**config.mk**
```make
export PLATFORM = sky130hd
export DESIGN_NAME = axi_ram_ctrl
export DESIGN_NICKNAME = d
export VERILOG_FILES = /design/src/rtl/axi_ram_ctrl.sv
export SDC_FILE = /design/constraint.sdc
export NUM_CORES = 1
export LEC_CHECK = 0
export ABC_AREA = 1
export BUFFER_PORTS_ARGS = -buffer_cell sky130_fd_sc_hd__buf_2
export CAP_MARGIN = 20
export CORE_MARGIN = 2
export CORE_UTILIZATION = 40
export CTS_BUF_LIST = sky130_fd_sc_hd__clkbuf_16
export CTS_CLUSTER_SIZE = 12
export DETAILED_ROUTE_END_ITERATION = 12
export GPL_ROUTABILITY_DRIVEN = 0
export GPL_TIMING_DRIVEN = 0
export PLACE_DENSITY = 0.78
export SLEW_MARGIN = 30
export SYNTH_ARGS = -nofsm -noshare
export SYNTH_HDL_FRONTEND = slang
export SYNTH_SLANG_ARGS = --single-unit
```
**constraint.sdc**
```tcl
create_clock -name i_clk -period 1.7 [get_ports i_clk]
set_clock_uncertainty 0.2 [all_clocks]
set_input_delay 0.34 -clock i_clk [delete_from_list [all_inputs] [get_ports i_clk]]
set_output_delay 0.34 -clock i_clk [all_outputs]
set_load 0.05 [all_outputs]
```
**src/rtl/axi_ram_ctrl.sv**
```systemverilog
// axi_ram_ctrl: AXI4 slave bridging write/read bursts onto a single-port word RAM.
// Optional byte-strobe read-modify-write merge is enabled by defining AXI_RAM_WSTRB_RMW_EN.
module axi_ram_ctrl #(
    parameter int DATA_WIDTH = 32,
    parameter int ADDR_WIDTH = 32,
    parameter int ID_WIDTH   = 4,
    parameter int RAM_DEPTH  = 256
) (
    input  logic                    i_clk,
    input  logic                    i_rst_n,

    input  logic [ID_WIDTH-1:0]     i_awid,
    input  logic [ADDR_WIDTH-1:0]   i_awaddr,
    input  logic [7:0]              i_awlen,
    input  logic [1:0]              i_awburst,
    input  logic                    i_awvalid,
    output logic                    o_awready,

    input  logic [DATA_WIDTH-1:0]   i_wdata,
    input  logic [DATA_WIDTH/8-1:0] i_wstrb,
    input  logic                    i_wlast,
    input  logic                    i_wvalid,
    output logic                    o_wready,

    output logic [ID_WIDTH-1:0]     o_bid,
    output logic [1:0]              o_bresp,
    output logic                    o_bvalid,
    input  logic                    i_bready,

    input  logic [ID_WIDTH-1:0]     i_arid,
    input  logic [ADDR_WIDTH-1:0]   i_araddr,
    input  logic [7:0]              i_arlen,
    input  logic [1:0]              i_arburst,
    input  logic                    i_arvalid,
    output logic                    o_arready,

    output logic [ID_WIDTH-1:0]     o_rid,
    output logic [DATA_WIDTH-1:0]   o_rdata,
    output logic [1:0]              o_rresp,
    output logic                    o_rlast,
    output logic                    o_rvalid,
    input  logic                    i_rready,

    output logic                    o_ram_en,
    output logic                    o_ram_we,
    output logic [ADDR_WIDTH-1:0]   o_ram_addr,
    output logic [DATA_WIDTH-1:0]   o_ram_wdata,
    input  logic [DATA_WIDTH-1:0]   i_ram_rdata
);

    localparam int              IW          = ADDR_WIDTH - 2;
    localparam int              NB          = DATA_WIDTH / 8;
    localparam logic [IW-1:0]   DEPTH_IDX   = IW'(RAM_DEPTH);
    localparam logic [1:0]      BURST_FIXED = 2'b00;
    localparam logic [1:0]      RESP_OKAY   = 2'b00;
    localparam logic [1:0]      RESP_SLVERR = 2'b10;

    // IDLE: arbitrate AW/AR, WDATA: accept W beats, WRESP: hold B, RDATA: stream R beats
    typedef enum logic [1:0] {
        S_IDLE  = 2'd0,
        S_WDATA = 2'd1,
        S_WRESP = 2'd2,
        S_RDATA = 2'd3
    } state_t;

    state_t                 r_state;
    state_t                 w_state_nxt;
    logic                   r_prio_rd;
    logic [ID_WIDTH-1:0]    r_id;
    logic [IW-1:0]          r_idx;
    logic [7:0]             r_len;
    logic [7:0]             r_cnt;
    logic [1:0]             r_burst;
    logic                   r_err;

    logic                   w_sel_w;
    logic                   w_sel_r;
    logic                   w_in_range;
    logic                   w_last_beat;
    logic                   w_bad_burst;
    logic                   w_wbeat_err;
    logic [IW-1:0]          w_idx_nxt;
    logic [DATA_WIDTH-1:0]  w_wdata_eff;
    logic                   w_unused;

    // Ties go to whichever channel r_prio_rd names; a lone requester always wins.
    assign w_sel_w     = i_awvalid & (~i_arvalid | ~r_prio_rd);
    assign w_sel_r     = i_arvalid & (~i_awvalid |  r_prio_rd);

    assign w_in_range  = (r_idx < DEPTH_IDX);
    assign w_last_beat = (r_cnt == r_len);
    assign w_bad_burst = r_burst[1];
    assign w_idx_nxt   = (r_burst == BURST_FIXED) ? r_idx : r_idx + IW'(1);
    assign w_wbeat_err = w_bad_burst | ~w_in_range | (i_wlast != w_last_beat);

    assign o_ram_addr  = {2'b00, r_idx};
    assign o_bid       = r_id;
    assign o_rid       = r_id;

`ifdef AXI_RAM_WSTRB_RMW_EN
    // Merge uses the same-cycle combinational read of the addressed word.
    always_comb begin
        w_wdata_eff = i_wdata;
        for (int i = 0; i < NB; i++) begin
            if (!i_wstrb[i]) begin
                w_wdata_eff[8*i +: 8] = i_ram_rdata[8*i +: 8];
            end
        end
    end
    assign w_unused = ^{i_awaddr[1:0], i_araddr[1:0]};
`else
    assign w_wdata_eff = i_wdata;
    assign w_unused    = ^{i_awaddr[1:0], i_araddr[1:0], i_wstrb};
`endif

    always_ff @(posedge i_clk or negedge i_rst_n) begin
        if (!i_rst_n) begin
            r_state   <= S_IDLE;
            r_prio_rd <= 1'b0;
            r_id      <= '0;
            r_idx     <= '0;
            r_len     <= '0;
            r_cnt     <= '0;
            r_burst   <= '0;
            r_err     <= 1'b0;
        end else begin
            r_state <= w_state_nxt;
            case (r_state)
                S_IDLE: begin
                    if (w_sel_w || w_sel_r) begin
                        r_prio_rd <= ~r_prio_rd;
                        r_cnt     <= '0;
                        r_err     <= 1'b0;
                        if (w_sel_w) begin
                            r_id    <= i_awid;
                            r_idx   <= i_awaddr[ADDR_WIDTH-1:2];
                            r_len   <= i_awlen;
                            r_burst <= i_awburst;
                        end else begin
                            r_id    <= i_arid;
                            r_idx   <= i_araddr[ADDR_WIDTH-1:2];
                            r_len   <= i_arlen;
                            r_burst <= i_arburst;
                        end
                    end
                end
                S_WDATA: begin
                    if (i_wvalid) begin
                        r_cnt <= r_cnt + 8'd1;
                        r_idx <= w_idx_nxt;
                        r_err <= r_err | w_wbeat_err;
                    end
                end
                S_RDATA: begin
                    if (i_rready) begin
                        r_cnt <= r_cnt + 8'd1;
                        r_idx <= w_idx_nxt;
                    end
                end
                default: ;
            endcase
        end
    end

    always_comb begin
        w_state_nxt = r_state;
        o_awready   = 1'b0;
        o_arready   = 1'b0;
        o_wready    = 1'b0;
        o_bvalid    = 1'b0;
        o_bresp     = RESP_OKAY;
        o_rvalid    = 1'b0;
        o_rresp     = RESP_OKAY;
        o_rlast     = 1'b0;
        o_rdata     = '0;
        o_ram_en    = 1'b0;
        o_ram_we    = 1'b0;
        o_ram_wdata = '0;

        case (r_state)
            S_IDLE: begin
                o_awready = w_sel_w;
                o_arready = w_sel_r;
                if (w_sel_w) begin
                    w_state_nxt = S_WDATA;
                end else if (w_sel_r) begin
                    w_state_nxt = S_RDATA;
                end
            end
            S_WDATA: begin
                o_wready = 1'b1;
                if (i_wvalid) begin
                    // Out-of-range beats are consumed but never reach the RAM.
                    if (w_in_range) begin
                        o_ram_en    = 1'b1;
                        o_ram_we    = 1'b1;
                        o_ram_wdata = w_wdata_eff;
                    end
                    if (w_last_beat) begin
                        w_state_nxt = S_WRESP;
                    end
                end
            end
            S_WRESP: begin
                o_bvalid = 1'b1;
                o_bresp  = r_err ? RESP_SLVERR : RESP_OKAY;
                if (i_bready) begin
                    w_state_nxt = S_IDLE;
                end
            end
            S_RDATA: begin
                o_rvalid = 1'b1;
                o_ram_en = w_in_range;
                o_rdata  = w_in_range ? i_ram_rdata : '0;
                o_rresp  = (w_bad_burst || !w_in_range) ? RESP_SLVERR : RESP_OKAY;
                o_rlast  = w_last_beat;
                if (i_rready && w_last_beat) begin
                    w_state_nxt = S_IDLE;
                end
            end
            default: begin
                w_state_nxt = S_IDLE;
            end
        endcase
    end

endmodule

```
## Yosys cells after proc, flatten, opt, wreduce, memory -nomap -nowiden

Index checks and enable logic that the tools add are counted.

- Add/subtract/negate cells: 2
- $lt $le $gt $ge: 1
- Eq/ne operators: 12
- Mux-type cells: 42
- Bitwise logic cells: 11
- Reductions and logical operators: 12

Operators with widths:

| operator | count |
|---|---|
| $mux W32 | 5 |
| $mux W30 | 5 |
| $pmux W30 S3 | 1 |
| $mux W8 | 4 |
| $add A30 B1 Y30 const B | 1 |
| $lt A30 B9 Y1 const B | 1 |
| $pmux W8 S3 | 1 |
| $mux W2 | 11 |
| $ne A2 B2 Y1 const B | 6 |
| $mux W1 | 11 |
| $add A8 B1 Y8 const B | 1 |
| $eq A8 B8 Y1 | 1 |
| $pmux W2 S4 | 1 |
| $or A1 B1 Y1 | 5 |
| $reduce_and A5 Y1 | 1 |
| $eq A2 B2 Y1 const B | 2 |
| $logic_not A2 Y1 | 2 |
| $mux W4 | 1 |
| $not A1 Y1 | 4 |
| $pmux W1 S2 | 2 |
| $reduce_and A4 Y1 | 1 |
| $ne A3 B3 Y1 const B | 1 |
| $reduce_and A3 Y1 | 1 |
| $reduce_bool A3 Y1 | 1 |
| other kinds (8) | 10 |

- Bits in registers: 56
- Bits of input ports: 168
- Logic and storage cells: 88

## Depth between registers and ports, before layout

- Word-level depth: 7
- Gate-level depth with buffers: 12
- Depth with buffers taken out: 11

## Worst setup path before layout

OpenSTA, ideal clock, no wires.

- Kind: flip-flop to output port
- Start point: register r_idx[13]
- End point: output o_ram_wdata[23]
- Arrival time: 2048 ps
- Path slack: -888 ps
- Cell stages (with the launch flop): 9
- Cells stage by stage: dfrtp_1 > nor2_1 > nand2_1 > nor2_1 > nand3_1 > inv_1 > nand2_1 > clkbuf_1 > nor2_1

- Word-level cells in the longest chain between the ends: 4

RTL lines:

| item | line | text |
|---|---|---|
| from (decl) | 70 | `logic [IW-1:0] r_idx;` |
| from (signal assigned) | 136 | `r_idx <= i_awaddr[ADDR_WIDTH-1:2];` |
| from (signal assigned) | 141 | `r_idx <= i_araddr[ADDR_WIDTH-1:2];` |
| from (signal assigned) | 150 | `r_idx <= w_idx_nxt;` |
| $lt A30 B9 Y1 | 90 | `assign w_in_range = (r_idx < DEPTH_IDX);` |
| $mux W32 | 194 | `if (w_in_range) begin` |
| $mux W32 | 192 | `if (i_wvalid) begin` |
| $mux W32 | 180 | `case (r_state)` |
| to (decl) | 47 | `output logic [DATA_WIDTH-1:0] o_ram_wdata,` |

Every way passes these cells.

## Worst setup path after layout

- Start point: register r_idx[8]
- End point: output o_ram_wdata[29]

Same word-level chain as after synthesis.

==> flow_summary.toml <==
[floorplanning]
die-area_um2 = 12600
row_count = 39
fp.dieH_um = 112
initial_core_util_pct = 41.1
core-area_um2 = 11400
die_w_um = 112
ios = 284

[layout]
n_fill_cell = 660
layout_commonest_cell = "buf_2"
area_growth_pct = 103
layout.cells.most_common_list = "buf_2 (197), nand2_1 (178), inv_1 (106)"
final_core_util_pct = 83.5
final_cell_area_um2 = 9530
antenna_cells = 0
drive_gt1_share_pct = 56.5
finalNetCount = 1361

[timing]
fmax_mhz = 398
worst_pin_slew_ns = 0.768
timing_hold_violations_final = 0
rsz0062_at_grt = "yes"
slew_violations = 0
timing.final.ws_setup_ns = -0.815
fin_crit_sh_pct = 148
tns_ns = -63.55
fin_crit_ns = 2.52
relSlewSlack_pct = 48.8
setup_violations = 129

[synth]
netlist_area_um2 = 4690
async_reset_ff_share_pct = 100
syn_inst = 819
yosys_register_bits = 56
yosys.area_share.adder_pct = 0.533
synth-compound-area-share_pct = 11.9
synthSimpleGateAreaFrac_pct = 42.2
synth_top_family_by_area = "simple AND/OR/NAND/NOR gates"
synth_xor_area_share_pct = 1.12
synthMuxAreaShare_pct = 0
synthFlopType = "dfrtp_1"
avgSynthCellArea_um2 = 5.73
synth_cell_types = 37
synth_warnings = 0
seq_area_frac_synth_pct = 29.9
synth_edf_count = 0

[global_routing]
grt_max_degree = 57
antenna_found_initial = 1
grt_pass1_wl_um = 36000
grtUsageTotal_pct = 35.9
grt_overflow = 0
grt_pass1_vias = 6839

[power]
switching_power_mw = 9.26
switching_share_pct = 54.6
share_comb_of_total_power_pct = 74.9
vdd_drop_max_mv = 1.27
p_int_mw = 7.69
leakagePower_nw = 4.65
clkPwrFrac_pct = 8.2
pwr-share-seq_pct = 17.0
power_density_nw_per_um2 = 1780

[drt]
drtIter0Drc = 886
drc_errors = 0
wl_per_cell_um = 20.0
num_vias = 7576
drt-total-wl_um = 26700
dr.pass1.iters = 7
ant_nets = 0
routed_via_density = 5.67

[clock_tree]
clk_transition_reported_paths_ns = 0.08
root_buffer = "clkbuf_16"
worstSkewPairLatency_ns = 0.31
numCtsBuffers = 5
clock_sinks = 56
cts_max_path_buffers = 2
htreeDepth = 2
cts_tree = "done"

[critical_path]
crit_path_end_kind = "primary output"
critical_path_peak_fanout = 5
cp.arrival_ns = 1.98
reg2reg_slack_ns = -0.44
crit_type = "flip-flop to primary output"
start_kind = "flip-flop"
regToRegEndpoint = "r_err"
r2r_cells = 13
crit_required_ns = 1.16
rr_startpoint = "r_len[7]"

[place]
preCtsSetupSlack_ns = -0.671
dp_hpwl_um = 14500
portBuffers = 271
place_area_um2 = 7040

[min_path]
min_path_cells = 3
hp-start = "i_awlen[4]"
hold_class = "input port to flip-flop"
hold_path_end = "r_len[4]"

[status]
failed_checks = "negative setup slack"
status = "finished with violations"

[run]
drv_cap = 0
stage by stage:
stage | hold slack, ns | cells | power (mW)
6_report | 0.0747 | 1335 | 17.0
5_1_grt | 0.0970 | 1335 | 17.6
4_1_cts | 0.0878 | 1308 | 14.2
3_5_place_dp | 0.253 | 1236 | 10.5
3_3_place_gp | 0.263 | 1236 | 10.4
2_1_floorplan | -0.156 | 822 | 8.45
layer usage:
| metal | track usage (%) | vias to the layer above | routed length (µm) |
|---|---|---|---|
| met4 | 14.6 | 2 | 1530 |
| met1 | 44.7 | 3494 | 9290 |
| met3 | 7.24 | 160 | 3320 |
| li1 | - | 3269 | - |
| met2 | 61.0 | 651 | 12600 |
| met5 | 0 | - | 13 |
kinds of logic after synthesis:
kind of cell,Yosys count
compound gates,102
other cells,1
flops,56
buf+inv,162
fa+ha+maj,2
simple gates,490
xor+xnor,6
power by group through the flow:
stage	Clock, mW	Sequential (mW)	Combinational [mW]
4_1_cts	1.36	2.75	10.0
3_5_place_dp	0	2.93	7.55
6_report	1.39	2.87	12.7
5_1_grt	1.42	2.91	13.2
3_3_place_gp	0	2.93	7.45
2_1_floorplan	0	4.14	4.31
cells in the mapped netlist, types with 2 or more instances:
| cell | count | share of area, % |
|---|---|---|
| a31oi_1 | 14 | 1.9 |
| nand3_1 | 34 | 3.6 |
| nand3b_1 | 4 | 0.64 |
| ha_1 | 2 | 0.53 |
| nor2_1 | 207 | 17 |
| inv_1 | 120 | 9.6 |
| nand4_1 | 7 | 0.93 |
| dfrtp_1 | 56 | 30 |
| xor2_1 | 3 | 0.56 |
| buf_1 | 3 | 0.24 |
| clkbuf_1 | 15 | 1.2 |
| buf_6 | 2 | 0.48 |
| a21oi_1 | 38 | 4.1 |
| a22oi_1 | 2 | 0.32 |
| xnor2_1 | 3 | 0.56 |
| nor3_1 | 19 | 2.0 |
| a31oi_2 | 2 | 0.53 |
| nand2_1 | 208 | 17 |
| buf_4 | 9 | 1.4 |
| nand2_2 | 4 | 0.53 |
| o21ai_0 | 39 | 4.2 |
| buf_2 | 11 | 1.2 |
| o21ai_1 | 3 | 0.32 |
layout make-up:
class                   count  area, µm²  share of cell area [%]
multi-input cells         605       3880                    40.8
repair buffers            363       2890                    30.3
flip-flops and latches     56       1440                    15.1
inverters                 122        485                    5.09
plain buffers              38        459                    4.82
well taps                 143        179                    1.88
clock buffers               5        125                    1.31
clock inverters             3       63.8                   0.670
flip-flops by register name (all words and copies together) (netlist names):
name	cells
r_idx	30
r_cnt	8
r_len	8
o_bid	4
r_burst	2
r_state	2
r_err	1
r_prio_rd	1
timing repair:
action	4_1_cts	5_1_grt
setup buffers	57	28
resized for setup	303	146
pin swaps	29	24
cloned	10	4
endpoints found under the hold margin	56	0
hold buffers	1	0
setup endpoints to repair	130	130
critical path: stages (launching register included):
cell and delay (ns):
dfrtp_2 0.42, inv_1 0.13, nand2_1 0.09, nor2_2 0.17, nand3_2 0.14, clkinv_4 0.14, nand2_4 0.12, clkbuf_16 0.19
nor2_4 0.10, buf_8 0.16
how the worst max path moves through the flow:
stage                    from              end  slack (ns)
floorplan           r_idx[20]  o_ram_wdata[10]       -0.43
global placement    i_arvalid        r_idx[15]       -0.65
detailed placement   r_idx[9]  o_ram_wdata[29]       -0.67
CTS                 r_idx[28]  o_ram_wdata[29]       -0.74
global route        r_idx[15]  o_ram_wdata[29]       -0.88
finish               r_idx[8]  o_ram_wdata[29]       -0.82
(Power assumes the default switching activity.)
